===== src/rtl/seven_segment_mux_if.sv =====
// Display-driver bus: value/control from the host logic, scan outputs to the pins.
// master = host side (drives value, dp_in, update, enable, lz_en); slave = driver.
interface seven_segment_mux_if #(
    parameter int NUM_DIGITS = 4
);
    logic [4*NUM_DIGITS-1:0] value;
    logic [NUM_DIGITS-1:0]   dp_in;
    logic                    update;
    logic                    enable;
    logic                    lz_en;
    logic [6:0]              seven_segment;
    logic                    dp_n;
    logic [NUM_DIGITS-1:0]   anode_n;
    logic                    frame_done;

    modport master (
        output value, dp_in, update, enable, lz_en,
        input  seven_segment, dp_n, anode_n, frame_done
    );

    modport slave (
        input  value, dp_in, update, enable, lz_en,
        output seven_segment, dp_n, anode_n, frame_done
    );
endinterface


===== src/rtl/seven_segment_mux.sv =====
// Multiplexed N-digit common-anode seven-segment driver with blanking gap,
// hex glyphs, leading-zero suppression, decimal points and frame-synced loads.
// Ports: clk, rst_n (async, active low), bus (seven_segment_mux_if.slave):
//   in  value/dp_in/update/enable/lz_en, out seven_segment/dp_n/anode_n/frame_done.
module seven_segment_mux #(
    parameter int NUM_DIGITS   = 4,
    parameter int CLK_DIV      = 100000,
    parameter int BLANK_CYCLES = 16,
    parameter int HEX_EN       = 1
) (
    input  logic              clk,
    input  logic              rst_n,
    seven_segment_mux_if.slave bus
);
    localparam int DW = (CLK_DIV > 1) ? $clog2(CLK_DIV) : 1;
    localparam int IW = (NUM_DIGITS > 1) ? $clog2(NUM_DIGITS) : 1;
    localparam int VW = 4 * NUM_DIGITS;
    localparam logic [DW-1:0] DIV_LAST = DW'(CLK_DIV - 1);
    localparam logic [IW-1:0] IDX_LAST = IW'(NUM_DIGITS - 1);
    localparam logic [DW-1:0] BLANK    = DW'(BLANK_CYCLES);

    logic [DW-1:0]         div_cnt_q, div_cnt_d;
    logic [IW-1:0]         idx_q, idx_d;
    logic [VW-1:0]         shadow_val_q, shadow_val_d;
    logic [NUM_DIGITS-1:0] shadow_dp_q, shadow_dp_d;
    logic [VW-1:0]         disp_val_q, disp_val_d;
    logic [NUM_DIGITS-1:0] disp_dp_q, disp_dp_d;
    logic                  pending_q, pending_d;
    logic [6:0]            seg_q, seg_d;
    logic                  dp_n_q, dp_n_d;
    logic [NUM_DIGITS-1:0] anode_n_q, anode_n_d;
    logic                  frame_done_q, frame_done_d;

    logic                  boundary;
    logic                  frame_end;
    logic                  lit;
    logic [3:0]            nib;
    logic [NUM_DIGITS-1:0] lz_mask;
    logic                  zero_run;

    function automatic logic [6:0] glyph(input logic [3:0] c);
        logic [6:0] g;
        case (c)
            4'h0: g = 7'h40;
            4'h1: g = 7'h79;
            4'h2: g = 7'h24;
            4'h3: g = 7'h30;
            4'h4: g = 7'h19;
            4'h5: g = 7'h12;
            4'h6: g = 7'h02;
            4'h7: g = 7'h78;
            4'h8: g = 7'h00;
            4'h9: g = 7'h10;
            4'hA: g = 7'h08;
            4'hB: g = 7'h03;
            4'hC: g = 7'h46;
            4'hD: g = 7'h21;
            4'hE: g = 7'h06;
            default: g = 7'h0E;
        endcase
        if (HEX_EN == 0 && c > 4'h9) begin
            g = 7'h7F;
        end
        return g;
    endfunction

    // Digit i is a leading zero when it and every higher nibble are zero.
    always_comb begin
        zero_run = 1'b1;
        lz_mask  = '0;
        for (int i = NUM_DIGITS - 1; i > 0; i--) begin
            zero_run   = zero_run & (disp_val_q[4*i +: 4] == 4'h0);
            lz_mask[i] = zero_run;
        end
    end

    always_comb begin
        div_cnt_d    = div_cnt_q;
        idx_d        = idx_q;
        shadow_val_d = shadow_val_q;
        shadow_dp_d  = shadow_dp_q;
        disp_val_d   = disp_val_q;
        disp_dp_d    = disp_dp_q;
        pending_d    = pending_q;

        boundary  = bus.enable && (idx_q == '0) && (div_cnt_q == '0);
        frame_end = bus.enable && (idx_q == IDX_LAST)
                    && (div_cnt_q == DIV_LAST);

        if (!bus.enable) begin
            div_cnt_d = '0;
            idx_d     = '0;
        end else if (div_cnt_q == DIV_LAST) begin
            div_cnt_d = '0;
            idx_d     = (idx_q == IDX_LAST) ? '0 : idx_q + 1'b1;
        end else begin
            div_cnt_d = div_cnt_q + 1'b1;
        end

        if (boundary && pending_q) begin
            disp_val_d = shadow_val_q;
            disp_dp_d  = shadow_dp_q;
            pending_d  = 1'b0;
        end

        // A strobe on the boundary itself lands after the transfer above,
        // so it stays pending for the following frame.
        if (bus.update) begin
            shadow_val_d = bus.value;
            shadow_dp_d  = bus.dp_in;
            pending_d    = 1'b1;
        end
    end

    always_comb begin
        nib          = disp_val_q[{idx_q, 2'b00} +: 4];
        lit          = bus.enable && (div_cnt_q >= BLANK);
        seg_d        = 7'h7F;
        dp_n_d       = 1'b1;
        anode_n_d    = '1;
        frame_done_d = frame_end;
        if (lit) begin
            anode_n_d[idx_q] = 1'b0;
            seg_d  = (bus.lz_en && lz_mask[idx_q]) ? 7'h7F : glyph(nib);
            dp_n_d = ~disp_dp_q[idx_q];
        end
    end

    always_ff @(posedge clk or negedge rst_n) begin
        if (!rst_n) begin
            div_cnt_q    <= '0;
            idx_q        <= '0;
            shadow_val_q <= '0;
            shadow_dp_q  <= '0;
            disp_val_q   <= '0;
            disp_dp_q    <= '0;
            pending_q    <= 1'b0;
            seg_q        <= 7'h7F;
            dp_n_q       <= 1'b1;
            anode_n_q    <= '1;
            frame_done_q <= 1'b0;
        end else begin
            div_cnt_q    <= div_cnt_d;
            idx_q        <= idx_d;
            shadow_val_q <= shadow_val_d;
            shadow_dp_q  <= shadow_dp_d;
            disp_val_q   <= disp_val_d;
            disp_dp_q    <= disp_dp_d;
            pending_q    <= pending_d;
            seg_q        <= seg_d;
            dp_n_q       <= dp_n_d;
            anode_n_q    <= anode_n_d;
            frame_done_q <= frame_done_d;
        end
    end

    assign bus.seven_segment = seg_q;
    assign bus.dp_n          = dp_n_q;
    assign bus.anode_n       = anode_n_q;
    assign bus.frame_done    = frame_done_q;
endmodule

===== src/flat_wrapper.sv =====
// flat-port wrapper written by rule: the top's interface ports become plain ports
module seven_segment_mux_flat 
#(
    parameter int NUM_DIGITS   = 4,
    parameter int CLK_DIV      = 100000,
    parameter int BLANK_CYCLES = 16,
    parameter int HEX_EN       = 1
)
  (clk, rst_n, bus_value, bus_dp_in, bus_update, bus_enable, bus_lz_en, bus_seven_segment, bus_dp_n, bus_anode_n, bus_frame_done);
  seven_segment_mux_if #(.NUM_DIGITS(NUM_DIGITS)) bus_i ();
  input  logic clk;
  input  logic rst_n;
  input wire logic [$bits(bus_i.value)-1:0] bus_value;
  input wire logic [$bits(bus_i.dp_in)-1:0] bus_dp_in;
  input wire logic [$bits(bus_i.update)-1:0] bus_update;
  input wire logic [$bits(bus_i.enable)-1:0] bus_enable;
  input wire logic [$bits(bus_i.lz_en)-1:0] bus_lz_en;
  output wire logic [$bits(bus_i.seven_segment)-1:0] bus_seven_segment;
  output wire logic [$bits(bus_i.dp_n)-1:0] bus_dp_n;
  output wire logic [$bits(bus_i.anode_n)-1:0] bus_anode_n;
  output wire logic [$bits(bus_i.frame_done)-1:0] bus_frame_done;
  assign bus_i.value = bus_value;
  assign bus_i.dp_in = bus_dp_in;
  assign bus_i.update = bus_update;
  assign bus_i.enable = bus_enable;
  assign bus_i.lz_en = bus_lz_en;
  assign bus_seven_segment = bus_i.seven_segment;
  assign bus_dp_n = bus_i.dp_n;
  assign bus_anode_n = bus_i.anode_n;
  assign bus_frame_done = bus_i.frame_done;
  seven_segment_mux #(.NUM_DIGITS(NUM_DIGITS), .CLK_DIV(CLK_DIV), .BLANK_CYCLES(BLANK_CYCLES), .HEX_EN(HEX_EN)) u_core (.clk(clk), .rst_n(rst_n), .bus(bus_i));
endmodule

===== config.mk =====
export PLATFORM = sky130hd
export DESIGN_NAME = seven_segment_mux_flat
export DESIGN_NICKNAME = d
export VERILOG_FILES = /design/src/rtl/seven_segment_mux_if.sv /design/src/rtl/seven_segment_mux.sv /design/src/flat_wrapper.sv
export SDC_FILE = /design/constraint.sdc
export NUM_CORES = 1
export LEC_CHECK = 0
export ABC_AREA = 1
export CAP_MARGIN = 30
export CORE_ASPECT_RATIO = 0.6
export CORE_MARGIN = 2
export CORE_UTILIZATION = 40
export DETAILED_ROUTE_END_ITERATION = 7
export PLACE_DENSITY = 0.65
export RECOVER_POWER = 100
export SLEW_MARGIN = 30
export SYNTH_ARGS = -nofsm -noshare
export SYNTH_HDL_FRONTEND = slang
export SYNTH_SLANG_ARGS = --single-unit

===== constraint.sdc =====
create_clock -name clk -period 3.32 [get_ports clk]
set_input_delay 0.664 -clock clk [delete_from_list [all_inputs] [get_ports clk]]
set_output_delay 0.664 -clock clk [all_outputs]
set_load 0.1 [all_outputs]

# --- Yosys cells after proc, flatten, opt, wreduce, memory -nomap -nowiden ---
# Memories as Yosys holds them, arrays and structs flattened.
# Index checks and enable logic that the tools add are counted.
totals:
  register_bits: 73
  latch_bits: 0
  mem_bits_rw: 0
  rom_bits: 112
  inputBits: 25
  output_inout_bits: 13
  wordCells: 56
  mem_count: 1
mem_list:
  columns: ["memory", "depth", "width", "rd", "rd_clocked_by_memory_dff", "write_ports", "line", "rtl"]
  rows:
  - ["(name not given)", 16, 7, 1, 0, 0, "seven_segment_mux.sv:43", "case (c)"]
op_classes:
  addsub: 2
  multipliers: 0
  n_div: 0
  n_lt_le_gt_ge: 3
  n_eq_ne: 3
  shifts: 1
  mux: 17
  n_bitwise: 4
  reduce_logical: 14
op_table:
  columns: ["op", "n"]
  rows:
  - ["17-bit two-way mux", 2]
  - ["17-bit by 1-bit adder with 17-bit output (second input constant)", 1]
  - ["17-bit equality test (second input constant)", 1]
  - ["17-bit by 5-bit greater-or-equal comparator with 1-bit output (second input constant)", 1]
  - ["17-bit logical NOT", 1]
  - ["16-bit by 5-bit indexed part select with 4-bit output", 1]
  - ["7-bit two-way mux", 2]
  - ["4-bit logical NOT", 3]
  - ["1-bit logical AND", 8]
  - ["1-bit two-way mux", 6]
  - ["2-bit two-way mux", 3]
  - ["1-bit binary-select mux with 2-bit select", 2]
  - ["4-bit two-way mux", 1]
  - ["4-bit inverter", 1]
  - ["2-bit by 3-bit less-than comparator with 1-bit output (second input constant)", 1]
  - ["2-bit by 1-bit adder with 2-bit output (second input constant)", 1]
  - ["1-bit AND", 2]
  - ["1-bit demux with 2-bit select", 1]
  - ["2-bit equality test (second input constant)", 1]
  - ["2-bit by 1-bit greater-or-equal comparator with 1-bit output (second input constant)", 1]
  - ["2-bit logical NOT", 1]
  - ["2-bit by 1-bit inequality test with 1-bit output (second input constant)", 1]
  - ["2-bit nonzero test", 1]
  - ["1-bit inverter", 1]

# --- Logic depth before layout (Yosys ltp) ---
logic_depth:
  word_depth: 8
  depth_mapped: 10
  depth_no_buf: 10

# --- Least setup slack after synthesis ---
# Ideal clock, no wire load.
synth_timing:
  path_type: "reg2reg"
  from: "register u_core.idx_q[0]"
  to: "register u_core.seg_q[5], in the netlist u_core.bus.seven_segment[5]"
  setup_ns: 0.096
  arrival_time_ns: 1.461
  required_time_ns: 3.224
  slack_ns: 1.764
  path_stages_with_launch: 11
  n_path_buf: 1
  synth_period_minus_slack_ns: 1.556
  cell_sequence: "dfrtp_1 -> buf_2 -> nand2_1 -> nand3_1 -> nand2_1 -> inv_1 -> ha_1 -> nand3_1 -> nand2_1 -> nand2_1 -> nand3_1"
synth_via:
  elab_chain_cells: 5
  elab_cells_between_ends: 7
  classes_between: "shift (1); mux (4); reduce/logical (1); memory (1)"
synth_lines:
  columns: ["element", "line", "rtl"]
  rows:
  - ["start: declaration", "seven_segment_mux.sv:23", "logic [IW-1:0] idx_q, idx_d;"]
  - ["start signal: assignment", "seven_segment_mux.sv:144", "idx_q <= idx_d;"]
  - ["branches (longest 3 deep; another with memory 16 x 7 bit)", null, null]
  - ["7-bit two-way mux (*)", "seven_segment_mux.sv:124", "seg_d = (bus.lz_en && lz_mask[idx_q]) ? 7'h7F : glyph(nib);"]
  - ["7-bit two-way mux (*)", "seven_segment_mux.sv:122", "if (lit) begin"]
  - ["via u_core.seg_d[5]", "seven_segment_mux.sv:29", "logic [6:0] seg_q, seg_d;"]
  - ["end signal: assignment", "seven_segment_mux.sv:150", "seg_q <= seg_d;"]
  - ["end: declaration", "seven_segment_mux.sv:29", null]
# Mark *: on every way through the listed nets, which the timed path passes. The select of a mux whose other input is x is not followed.
# A chain may end at the register's enable or synchronous reset.

# --- Worst setup path after layout ---
layout_timing:
  from: "register u_core.anode_n_q[1], in the netlist u_core.bus.anode_n[1]"
  to: "output port bus_anode_n[1]"
layout_lines:
  columns: ["element", "line", "rtl"]
  rows:
  - ["start: declaration", "seven_segment_mux.sv:31", "logic [NUM_DIGITS-1:0] anode_n_q, anode_n_d;"]
  - ["start signal: assignment", "seven_segment_mux.sv:152", "anode_n_q <= anode_n_d;"]
  - ["end: declaration", "flat_wrapper.sv:20", "output wire logic [$bits(bus_i.anode_n)-1:0] bus_anode_n;"]
# No word-level cell between the ends.

==> reports/results.ini <==
[placed_design]
placement.io_buffers=37
dpl_cell_area_mm2=0.00418
place.gp.congestion=0.854
place.detailed.hpwl_mm=6.19
pre_cts_ws_ns=0.989
place_inst=648

[finish]
multiInputGateArea_mm2=0.00167
seqCellArea_mm2=0.00184
final-instance-count-excl-fill=664
syn_to_final_growth_pct=17.4
antenna_cells_inserted=0
fillCellCount=921
layout.cell_area.non_filler_mm2=0.00440
share_of_layout_cells_above_drive_strength_1_pct=7.68
num-nets-final=566

[floorplan]
initial_utilization_pct=41.0
fp.dieArea_mm2=0.0102
num_io_pins=38
die_w_um=129
number_of_core_rows=27
placeable_area_mm2=0.00916
floorplan.die.height_um=79.0

[yosys]
ys_async_sr_fraction_pct=100
synth_cells=493
synth.largest_area_cell=dfrtp_1
synth_most_common_cell=nand2_1
ys_ff_latch=73
synth_top_flop_cell=dfrtp_1
postSynthNetCount=530
ys_top_cells_by_count=nand2_1 (199), dfrtp_1 (61), nand3_1 (61), nor2_1 (60), inv_1 (33)
avgSynthCellArea_um2=7.61
synth_warnings=0
synth_edf_count=0
synth.cell_area_mm2=0.00375
synthDominantCellAreaShare_pct=40.7
sequential_fraction_of_the_synthesis_area_pct=49.1
netlist-cell-type-count=26
yosys-top-cells-area=dfrtp_1 (41%), nand2_1 (20%), dfstp_2 (8.4%), nand3_1 (8.1%), nor2_1 (6.0%)

[clock_network]
clock_sink_count=73
tritoncts=yes
path_clk_slew_ns=0.06
number_of_buffers_inserted_during_clock_tree_synthesis=9
postCtsSetupBuffers=0
htreeDepth=3
clock_tree.root_cell=clkbuf_16
cts-hold-fix-buffers=0
cts_buffer_depth=2
insertion_delay_ns=0.34
postCtsResizedCells=0

[global_route]
grt_pass1_vias=2956
grt_antenna_before_repair=0
gr-usage-all-layers_pct=18.4
grt_max_degree=34
grt_remaining_overflow=0
grt_first_pass_wirelength_mm=14.6

[pwr]
leakage_nw=2.17
switching_share_pct=30.1
power.clock.fraction_pct=39.2
power_frac_seq_pct=45.0
power.share.combinational_pct=15.8
irDropWorstVdd_mv=0.258
powerDensity_mw_per_mm2=539
fin_total_pwr_mw=2.37
p_int_mw=1.66
total_switching_power_mw=0.713

[worst_hold_path]
timing.hold.worst.class=flip-flop to flip-flop
timing.hold.worst.start=u_core.shadow_val_q[9]

[route]
via_per_inst=4.72
route.antenna.remaining_nets=0
drc=0
post_drt_wl_per_cell_um=12.8
vias=3135
drt-initial-drc-count=277
drt-pass1-iter-count=5
detail_route.wirelength_mm=8.47

[timing]
fin_crit_ns=2.38
setup_total_negative_slack_ns=0
grt_setup_unrepaired=no
hold_viol=0
finalClockSkew_ns=0.00680
slew_violations=34
setup-violations-final=0
max_slew_margin_pct=-20.1
worst-slew-pin-transition_ns=1.80
postLayoutSetupSlackWorst_ns=0.937
max_freq_mhz=420
period_share_pct=71.8

[run_status]
outcome=finished with violations
violations=max-capacitance violations, max-slew violations

[setup_path]
launching_element_type_of_the_critical_path=flip-flop
cp-endpoint=bus_anode_n[1]
end_kind=primary output
setup_crit_path_kind=flip-flop to primary output
worstPathBufferInverterCount=1
regToRegEndpoint=u_core.disp_val_q[9]
ff2ff_setup_slack_ns=1.11
critical_path_slowest_stage_cell=clkbuf_1
timing.rr.start=u_core.idx_q[1]
timing.critical_path.depth=1
cpLargestDelayFamily=buffers and inverters
timing.reg2reg.worst_path_depth=7
crit_start=u_core.bus.anode_n[1]
arrival_time_at_the_worst_endpoint_ns=1.72
critical-path-max-stage-delay_ns=0.86
timing.critical_path.cells=clkbuf_1
path_max_fanout=1
crit_required_ns=2.66

[run]
timing.max_cap.violations=1

==> state kept, by name, indices dropped and copies added, names as in the netlist, 2 cells and up <==
name	cells
u_core.idx_q	2
u_core.shadow_val_q	16
u_core.shadow_dp_q	4
u_core.disp_val_q	16
u_core.bus.anode_n	4
u_core.disp_dp_q	4
u_core.div_cnt_q	17
u_core.bus.seven_segment	7
==> cell families after synthesis <==
logic type | count (synthesis) | synth area share, %
flops | 73 | 49.1
xor+xnor | 6 | 1.40
buf+inv | 52 | 6.20
simple gates | 344 | 38.4
fa+ha+maj | 12 | 4.00
compound gates | 6 | 0.901
==> cell usage in the layout (no fill, tap or decap), types with 5 or more instances in the layout <==
| master | count |
|---|---|
| nand2_1 | 200 |
| nand3_1 | 62 |
| dfrtp_1 | 61 |
| nor2_1 | 60 |
| inv_1 | 33 |
| clkdlybuf4s50_1 | 21 |
| clkbuf_1 | 15 |
| ha_1 | 12 |
| dfstp_2 | 12 |
| clkbuf_16 | 9 |
| nand4_1 | 8 |
| xor2_1 | 5 |
==> power by group through the flow <==
stage / registers [mW] / clock network [mW] / logic (mW)
CTS: 1.07 / 0.953 / 0.379
global route: 1.08 / 0.997 / 0.441
floorplan: 1.04 / 0 / 0.281
finish: 1.07 / 0.930 / 0.375
global placement: 1.08 / 0 / 0.358
detailed placement: 1.08 / 0 / 0.376
==> final cells by class <==
type                       instances  area share (%)
clock buffer                      10            5.43
clock inverter                     6            1.11
inverter                          36            3.07
multi-input combinational        368            37.9
sequential                        73            41.8
tap                              130            3.69
timing repair buffer              41            6.96
==> how the worst min path moves through the flow <==
stage                        endpoint  slack, ns  cells after the start
2_1_floorplan   u_core.bus.frame_done       0.37                      0
3_3_place_gp      u_core.disp_dp_q[2]       0.46                      2
3_5_place_dp   u_core.shadow_val_q[9]       0.46                      2
4_1_cts        u_core.shadow_val_q[0]       0.42                      1
5_1_grt           u_core.div_cnt_q[0]       0.50                      1
6_report       u_core.shadow_val_q[9]       0.47                      2
==> layer usage <==
metal  vias to the layer above  GRT usage [%]  part of all wire (%)
met5                         -              0                     0
met2                       100           23.3                    37
met3                         8           5.59                   7.2
li1                       1614              -                     -
met1                      1413           29.5                    55
met4                         0           5.11                   1.0
==> through the flow <==
| step | hold WS [ns] | utilization (%) |
|---|---|---|
| 3_3_place_gp | 0.457 | 45.7 |
| 5_1_grt | 0.502 | 48.1 |
| 2_1_floorplan | 0.368 | - |
| 4_1_cts | 0.422 | 48.8 |
| 6_report | 0.472 | 48.1 |
| 3_5_place_dp | 0.464 | 45.7 |
(Power assumes the default switching activity.)
